$ cat config.mk
export PLATFORM = sky130hd
export DESIGN_NAME = wb_cache_memory_unit
export DESIGN_NICKNAME = d
export VERILOG_FILES = /design/src/rtl/wb_cache_memory_unit.sv
export SDC_FILE = /design/constraint.sdc
export NUM_CORES = 2
export LEC_CHECK = 0
export ABC_CLOCK_PERIOD_IN_PS = 13060
export BUFFER_PORTS_ARGS = -buffer_cell sky130_fd_sc_hd__buf_4
export CAP_MARGIN = 15
export CORE_UTILIZATION = 55
export DETAILED_ROUTE_END_ITERATION = 6
export GPL_ROUTABILITY_DRIVEN = 0
export PLACE_DENSITY = 0.74
export SETUP_SLACK_MARGIN = 0.15
export SLEW_MARGIN = 20
export SYNTH_ARGS = -nofsm -noshare
export SYNTH_HDL_FRONTEND = slang
export SYNTH_SLANG_ARGS = --single-unit
$ cat constraint.sdc
create_clock -name clk -period 13.06 [get_ports clk]
set_input_delay 1.306 -clock clk [delete_from_list [all_inputs] [get_ports clk]]
set_output_delay 1.306 -clock clk [all_outputs]
set_load 0.01 [all_outputs]
$ cat src/rtl/wb_cache_memory_unit.sv
// Direct-mapped, write-back, write-allocate data cache with RISC-V load/store
// formatting and a req/ack line interface to a multi-cycle backing memory.
module wb_cache_memory_unit #(
  parameter int unsigned DATA_WIDTH    = 32,
  parameter int unsigned ADDRESS_WIDTH = 32,
  parameter int unsigned CACHE_SIZE    = 3,
  parameter int unsigned BLOCK_SIZE    = 2
) (
  input  logic                                clk,
  input  logic                                rst_n,
  input  logic [ADDRESS_WIDTH-1:0]            address,
  input  logic [DATA_WIDTH-1:0]               write_data,
  input  logic [2:0]                          DATAMEMControl,
  input  logic                                write_enable,
  input  logic                                read_en,
  output logic [DATA_WIDTH-1:0]               read_data,
  output logic                                stall,
  output logic                                mem_req,
  output logic                                mem_we,
  output logic [ADDRESS_WIDTH-1:0]            mem_addr,
  output logic [(DATA_WIDTH<<BLOCK_SIZE)-1:0] mem_wdata,
  input  logic [(DATA_WIDTH<<BLOCK_SIZE)-1:0] mem_rdata,
  input  logic                                mem_ack
);

  localparam int unsigned LINE_W  = DATA_WIDTH << BLOCK_SIZE;
  localparam int unsigned SETS    = 1 << CACHE_SIZE;
  localparam int unsigned OFF_W   = BLOCK_SIZE + 2;
  localparam int unsigned TAG_W   = ADDRESS_WIDTH - CACHE_SIZE - OFF_W;
  localparam int unsigned DW_LOG  = $clog2(DATA_WIDTH);
  localparam int unsigned LB_W    = $clog2(LINE_W);

  localparam logic [1:0] IDLE      = 2'd0;
  localparam logic [1:0] WRITEBACK = 2'd1;
  localparam logic [1:0] REFILL    = 2'd2;

  localparam logic [1:0] SZ_B = 2'd0;
  localparam logic [1:0] SZ_H = 2'd1;
  localparam logic [1:0] SZ_W = 2'd2;

  logic [1:0]               state, state_nxt;
  logic                     req_nxt, we_nxt;
  logic [ADDRESS_WIDTH-1:0] addr_nxt;
  logic [LINE_W-1:0]        wdata_nxt;

  logic [SETS-1:0]   valid, dirty;
  logic [TAG_W-1:0]  tag_store  [SETS];
  logic [LINE_W-1:0] data_store [SETS];

  logic [1:0]            offset;
  logic [BLOCK_SIZE-1:0] word_sel;
  logic [CACHE_SIZE-1:0] index;
  logic [TAG_W-1:0]      tag;
  logic [LB_W-1:0]       word_base;

  logic                  access, hit, fill, store_hit;
  logic [1:0]            size;
  logic                  unsigned_ld;
  logic [LINE_W-1:0]     cur_line, store_line;
  logic [DATA_WIDTH-1:0] cur_word, store_word, load_val;
  logic [7:0]            byte_val;
  logic [15:0]           half_val;

  assign offset    = address[1:0];
  assign word_sel  = address[OFF_W-1:2];
  assign index     = address[OFF_W +: CACHE_SIZE];
  assign tag       = address[ADDRESS_WIDTH-1 -: TAG_W];
  assign word_base = {word_sel, {DW_LOG{1'b0}}};

  assign cur_line = data_store[index];
  assign cur_word = cur_line[word_base +: DATA_WIDTH];
  assign byte_val = cur_word[{offset, 3'b000} +: 8];
  assign half_val = cur_word[{offset[1], 4'b0000} +: 16];

  assign access    = read_en | write_enable;
  assign hit       = valid[index] && (tag_store[index] == tag) && (state == IDLE);
  assign fill      = (state == REFILL) && mem_ack;
  assign store_hit = write_enable && hit;

  // Reset forces the core-facing outputs low even while a request is held.
  assign stall = rst_n & access & ~hit;

  // Access size and signedness from funct3; unknown codes behave as word.
  always_comb begin
    size        = SZ_W;
    unsigned_ld = 1'b0;
    case (DATAMEMControl)
      3'b000:  size = SZ_B;
      3'b001:  size = SZ_H;
      3'b100: begin
        size        = SZ_B;
        unsigned_ld = 1'b1;
      end
      3'b101: begin
        size        = SZ_H;
        unsigned_ld = 1'b1;
      end
      default: size = SZ_W;
    endcase
  end

  // Load formatting: byte/half picked by offset, then sign or zero extended.
  always_comb begin
    load_val = cur_word;
    case (size)
      SZ_B:    load_val = {{(DATA_WIDTH-8){byte_val[7] & ~unsigned_ld}}, byte_val};
      SZ_H:    load_val = {{(DATA_WIDTH-16){half_val[15] & ~unsigned_ld}}, half_val};
      default: load_val = cur_word;
    endcase
  end

  assign read_data = (rst_n && read_en && !write_enable && hit) ? load_val : '0;

  // Store merge: naturally aligned lane update, rest of the line preserved.
  always_comb begin
    store_word = cur_word;
    case (size)
      SZ_B:    store_word[{offset, 3'b000} +: 8]     = write_data[7:0];
      SZ_H:    store_word[{offset[1], 4'b0000} +: 16] = write_data[15:0];
      default: store_word = write_data;
    endcase
    store_line = cur_line;
    store_line[word_base +: DATA_WIDTH] = store_word;
  end

  // Miss sequencing; memory-side outputs hold their value unless changed here.
  always_comb begin
    state_nxt = state;
    req_nxt   = mem_req;
    we_nxt    = mem_we;
    addr_nxt  = mem_addr;
    wdata_nxt = mem_wdata;
    case (state)
      IDLE: begin
        if (access && !hit) begin
          req_nxt = 1'b1;
          if (valid[index] && dirty[index]) begin
            state_nxt = WRITEBACK;
            we_nxt    = 1'b1;
            addr_nxt  = {tag_store[index], index, {OFF_W{1'b0}}};
            wdata_nxt = data_store[index];
          end else begin
            state_nxt = REFILL;
            we_nxt    = 1'b0;
            addr_nxt  = {tag, index, {OFF_W{1'b0}}};
          end
        end
      end
      WRITEBACK: begin
        if (mem_ack) begin
          state_nxt = REFILL;
          we_nxt    = 1'b0;
          addr_nxt  = {tag, index, {OFF_W{1'b0}}};
        end
      end
      REFILL: begin
        if (mem_ack) begin
          state_nxt = IDLE;
          req_nxt   = 1'b0;
        end
      end
      default: begin
        state_nxt = IDLE;
        req_nxt   = 1'b0;
        we_nxt    = 1'b0;
      end
    endcase
  end

  // Control state and line status bits.
  always_ff @(posedge clk or negedge rst_n) begin
    if (!rst_n) begin
      state     <= IDLE;
      mem_req   <= 1'b0;
      mem_we    <= 1'b0;
      mem_addr  <= '0;
      mem_wdata <= '0;
      valid     <= '0;
      dirty     <= '0;
    end else begin
      state     <= state_nxt;
      mem_req   <= req_nxt;
      mem_we    <= we_nxt;
      mem_addr  <= addr_nxt;
      mem_wdata <= wdata_nxt;
      if (fill) begin
        valid[index] <= 1'b1;
        dirty[index] <= 1'b0;
      end else if (store_hit) begin
        dirty[index] <= 1'b1;
      end
    end
  end

  // Tag and data arrays carry no reset; valid bits qualify their contents.
  always_ff @(posedge clk) begin
    if (fill) begin
      data_store[index] <= mem_rdata;
      tag_store[index]  <= tag;
    end else if (store_hit) begin
      data_store[index] <= store_line;
    end
  end

endmodule

# Word-level counts from Yosys, hierarchy flattened
# Memories as Yosys holds them, arrays and structs flattened.
# Index checks and enable logic that the tools add are counted.
# totals
mem_count	2
ram_bits	1224
reg_bits	180
output_inout_bits	195
# classes
n_lt_le_gt_ge	2
reduce_logical	25
muxes	37
eq_ne	10
bitwise_logic	14
shifts	9
n_addsub	3
# mem_list
name	depth	word_bits	rd	rd_clocked_by_memory_dff	wr	line_no	source
data_store	8	128	1	0	1	48	logic [LINE_W-1:0] data_store [SETS];
tag_store	8	25	1	0	1	47	logic [TAG_W-1:0] tag_store [SETS];
# ops
operator	count
one-hot mux 32 bit (2 select lines)	3
bitwise mux 128 bit	1
two-way mux 128 bit	1
two-way mux 32 bit	4
variable shift 32 x 9 -> 128 bit, first input constant	1
variable part select 128 x 8 -> 32 bit	1
variable part select 32 x 9 -> 128 bit	1
bitwise mux 32 bit	2
variable shift 16 x 7 -> 32 bit, first input constant	1
variable shift 8 x 7 -> 32 bit, first input constant	1
variable part select 16 x 7 -> 32 bit	1
variable part select 32 x 6 -> 16 bit	1
variable part select 32 x 6 -> 8 bit	1
variable part select 8 x 7 -> 32 bit	1
equality test 25 bit	1
two-way mux 8 bit	2
bitwise OR 8 bit	2
AND reduction 3 bit	5
negation 5 -> 7 bit	2
two-way mux 1 bit	13
logical AND 1 bit	10
negation 7 -> 9 bit	1
bitwise AND 8 bit	1
two-way mux 2 bit	4
22 further kinds	39

# Logic depth before layout (Yosys ltp)
# logic_depth
ltp_word	9
ltp_mapped	16

# Worst setup path before layout
# Ideal clock, no wire load.
# synth_path
kind	input-to-reg
from	in address[5]
to	mem data_store[0][0] (netlist name), enable pin
setup_time_ps	658
cell_stages	14
arrival_time_ps	10120
t_required_ps	12402
path_slack_ps	2282
cell_sequence	buf_2 buf_6 buf_6 buf_4 mux2_2 o22ai_1 nor3_1 nor4b_1 nand4_1 nor4b_4 nand2_2 buf_6 clkbuf_1 a21oi_1
# synth_between
elab_chain_len	9
word_cells_on_any_way	11
# synth_lines
element	line_no	source
start, declared	11	input logic [ADDRESS_WIDTH-1:0] address,
memory read (8 x 25 bit) or binary-select mux 1 bit (select 3 bit) (tied branches)	--	
equality test 25 bit or two-way mux 1 bit (tied branches)	76	assign hit = valid[index] && (tag_store[index] == tag) && (state == IDLE);
logical AND 1 bit (2 in series)	76	
logical AND 1 bit	78	assign store_hit = write_enable && hit;
two-way mux 1 bit	200	end else if (store_hit) begin
two-way mux 1 bit	197	if (fill) begin
two-way mux 1 bit (not written as such)	201	data_store[index] <= store_line;
bitwise OR 1 bit (no source line)	--	
end, declared	48	
# Parallel ways exist; a longest one is shown, timed or not. The select of a mux whose other input is x is not followed.

# Worst setup path after layout
# layout_path
from	in address[5]
to	out read_data[21]
# layout_between
elab_chain_len	6
word_cells_on_any_way	15
# layout_lines
element	line_no	source
memory read (8 x 128 bit), or another cell as far along	--	
variable part select 128 x 8 -> 32 bit, or another cell as far along	71	assign cur_word = cur_line[word_base +: DATA_WIDTH];
variable part select 32 x 6 -> 16 bit, or another cell as far along	73	assign half_val = cur_word[{offset[1], 4'b0000} +: 16];
bitwise AND 1 bit, or another cell as far along	107	SZ_H: load_val = {{(DATA_WIDTH-16){half_val[15] & ~unsigned_ld}}, half_val};
one-hot mux 32 bit (2 select lines) or logical AND 1 bit (tied branches)	105, 112	
two-way mux 32 bit *	112	assign read_data = (rst_n && read_en && !write_enable && hit) ? load_val : '0;
end, declared	16	output logic [DATA_WIDTH-1:0] read_data,
# Mark *: on every way between the ends. The rest lies on a longest branch, timed or not. The select of a mux whose other input is x is not followed.

==> reports/metrics.yaml <==
cts:
  cts_buffers: 145
  cts-root-buf: "clkbuf_16"
  clk_pin_slew_worst_paths_ns: 0.06
  clk_path_buf_depth: 3
  htreeDepth: 4
  clk_latency_ns: 0.77
  cts-resized-gates: 0
  clock-sinks: 1400
  ctsHoldBuffers: 0
  cts_setup_buffers: 0
  cts_tree: "done"
route:
  ant_nets: 0
  drcViolationCount: 48
  wl_per_cell_um: 32.44
  viasPerCell: 6.834
  drt_wl_total_um: 181000
  drt_iter0_markers: 5960
  firstDrtPassIters: 7
  via_count: 38129
sta:
  min_period_over_period_pct: 60.88
  setup_viol: 0
  post-route-min-period_ns: 7.951
  rsz0062_at_grt: "false"
  max_clock_freq_mhz: 125.8
  fin_skew_ns: 0.03265
  finalMaxSlewViolations: 0
  hold_violations: 0
  max_slew_margin_pct: 17.06
  setup_tns_ns: 0
  tightest_slew_ns: 1.231
floorplan:
  die_w_um: 329.5
  die_h_um: 329.5
  io-pin-count: 395
  core_area_um2: 105900
  initial_utilization_pct: 55.71
  die_area_um2: 108600
  row_count: 119
critical_path:
  critPathLaunchType: "primary input"
  critical_path.cell_chain: "buf_8 -> buf_4 -> buf_4 -> mux2_2 -> a221o_1 -> a22oi_1 -> mux2i_1 -> mux4_2 -> mux2i_1 -> or3_1 -> a21oi_1 -> buf_4"
  max_stage_delay_ns: 0.74
  slowest_stage: "buf_4"
  worstPathArrival_ns: 6.64
  critPathMaxFanout: 113
  endpoint_kind: "output pin"
  cp.required_ns: 11.75
  critPathKind: "in2out"
  crit_path_frequent_cell: "buf_4"
flow_run:
  cap_viol_max_count: 0
global_route:
  antenna_found_initial: 11
  grt_remaining_overflow: 0
  grt_max_degree: 129
  grt_pass1_vias: 36719
  grt_usage_pct: 33.09
  grt_pass1_wl_um: 256500
yosys:
  synth_edf_count: 1224
  ys_ff_latch: 1400
  netlist_area_um2: 58980
  synth-adder-area-share_pct: 0.1909
  synthCells: 3693
  synth-async-reset-ratio_pct: 12.57
  ys_seq_area_share_pct: 69.79
  synth-compound-area-share_pct: 10.26
  synth_top_area_share_pct: 62.32
  synth_top_family_by_area: "multiplexers"
  yosysMostFrequentCell: "edfxtp_1"
  yosys-top-cells-count: "edfxtp_1 (1224), mux2_2 (338), mux2i_1 (231)"
  ys.flop_type: "edfxtp_1"
  yosys-top-cells-area: "edfxtp_1 (62%), dfrtp_1 (7.5%), mux2_2 (6.5%)"
  synth-xor-area-share_pct: 0.1782
  synthMuxAreaShare_pct: 12.91
  synth-simple-area-share_pct: 4.012
  postSynthAreaPerCell_um2: 15.97
  yosysWarningCount: 0
  synth_top_area_cell: "edfxtp_1"
  ys_types: 78
final_layout:
  areaGrowthSynthToFinish_pct: 15.39
  nNetsFinal: 4272
  stdcell_area_um2: 68060
  fin_util_pct: 64.29
  n_fill_cell: 7391
  instances_no_fill: 5579
  drive_above_1_share_pct: 27.04
placed_design:
  dp.cells: 5307
  dp_hpwl_um: 111700
  place_area_um2: 63400
  io_buffers: 390
status:
  outcome: "finished, violations left"
  failed_checks: "design-rule violations"
power_and_ir_drop:
  power.density_nw_per_um2: 146.3
  power_mw: 9.957
  vdd_drop_max_v: 0.0001344
  p_leak_nw: 24.10
min_path:
  min_path_type: "reg2reg"
## worst paths after layout
path | from | slack [ns] | cells past startpoint | to
setup / recovery | address[5] | 5.11 | 12 | read_data[21]
setup reg to reg | tag_store[2][15] | 7.30 | 9 | data_store[6][114]
hold / removal | valid[0] | 0.46 | 1 | valid[0]
max in group asynchronous | rst_n | 11.11 | 2 | mem_wdata[52]
hold reg to reg | valid[0] | 0.46 | 1 | valid[0]
min in group asynchronous | rst_n | 0.59 | 1 | mem_addr[7]
## through the flow
| stage | setup slack (ns) | hold WS, ns |
|---|---|---|
| after detailed placement | 4.455 | 0.4497 |
| after global routing | 4.953 | 0.4751 |
| after floorplan | 2.282 | 0.4275 |
| after CTS | 5.240 | 0.4674 |
| final | 5.109 | 0.4639 |
| after global placement | 4.509 | 0.4422 |
## cell families (layout without fill, tap and decap cells)
group | count (synthesis) | after routing
other cells | 1 | 13
xor+xnor | 12 | 12
mux | 636 | 636
fa+ha+maj | 9 | 9
compound gates | 833 | 833
buf+inv | 358 | 841
simple gates | 444 | 444
flops | 1400 | 1400
## per-layer routing
layer	track usage, %	routed length [um]	vias up
met1	44.78	65800	19046
met5	0	115	-
met4	15.77	9310	12
li1	-	-	15586
met3	9.701	24720	525
met2	49.42	81060	2960
## power by group
group	leakage, nW	switching (mW)	internal [mW]
clock	2.25	1.74	2.31
sequential	13.1	0.0289	4.97
combinational	8.78	0.607	0.306
## flip-flops by register name (all words and copies together), names as in the netlist, named ones only
signal / flops
state: 2
mem_addr: 28
mem_wdata: 128
mem_we: 1
data_store: 1024
tag_store: 200
valid: 8
mem_req: 1
## layout by cell type, fill, tap and decap left out, types with 41 or more instances in the layout
cell type and n:
edfxtp_1 1224, buf_4 470, mux2_2 338, mux2i_1 231, a22oi_1 189, dfrtp_1 176, clkbuf_16 145, nand2_1 140
o21ai_0 132, a221oi_1 109, inv_1 94, nor2_1 85, a21oi_1 72, o22ai_1 72, mux4_2 66, o2bb2ai_1 41
## critical path, delay by kind of cell
kind	cells	cell delay, ns
simple gates	1	0.74
compound gates	3	0.96
buf+inv	4	2.23
mux	4	1.26
## final cells by class
type	count	area [um^2]	area share, %
Multi-Input combinational cell	1938	16460	24.18
Clock buffer	184	3815	5.606
Tap cell	1391	1740	2.557
Sequential cell	1400	41160	60.48
Antenna cell	9	22.52	0.03309
Clock inverter	79	820.8	1.206
Timing Repair Buffer	479	3669	5.390
Inverter	99	372.9	0.5479
Note: power is estimated with default switching activity, not from simulation.
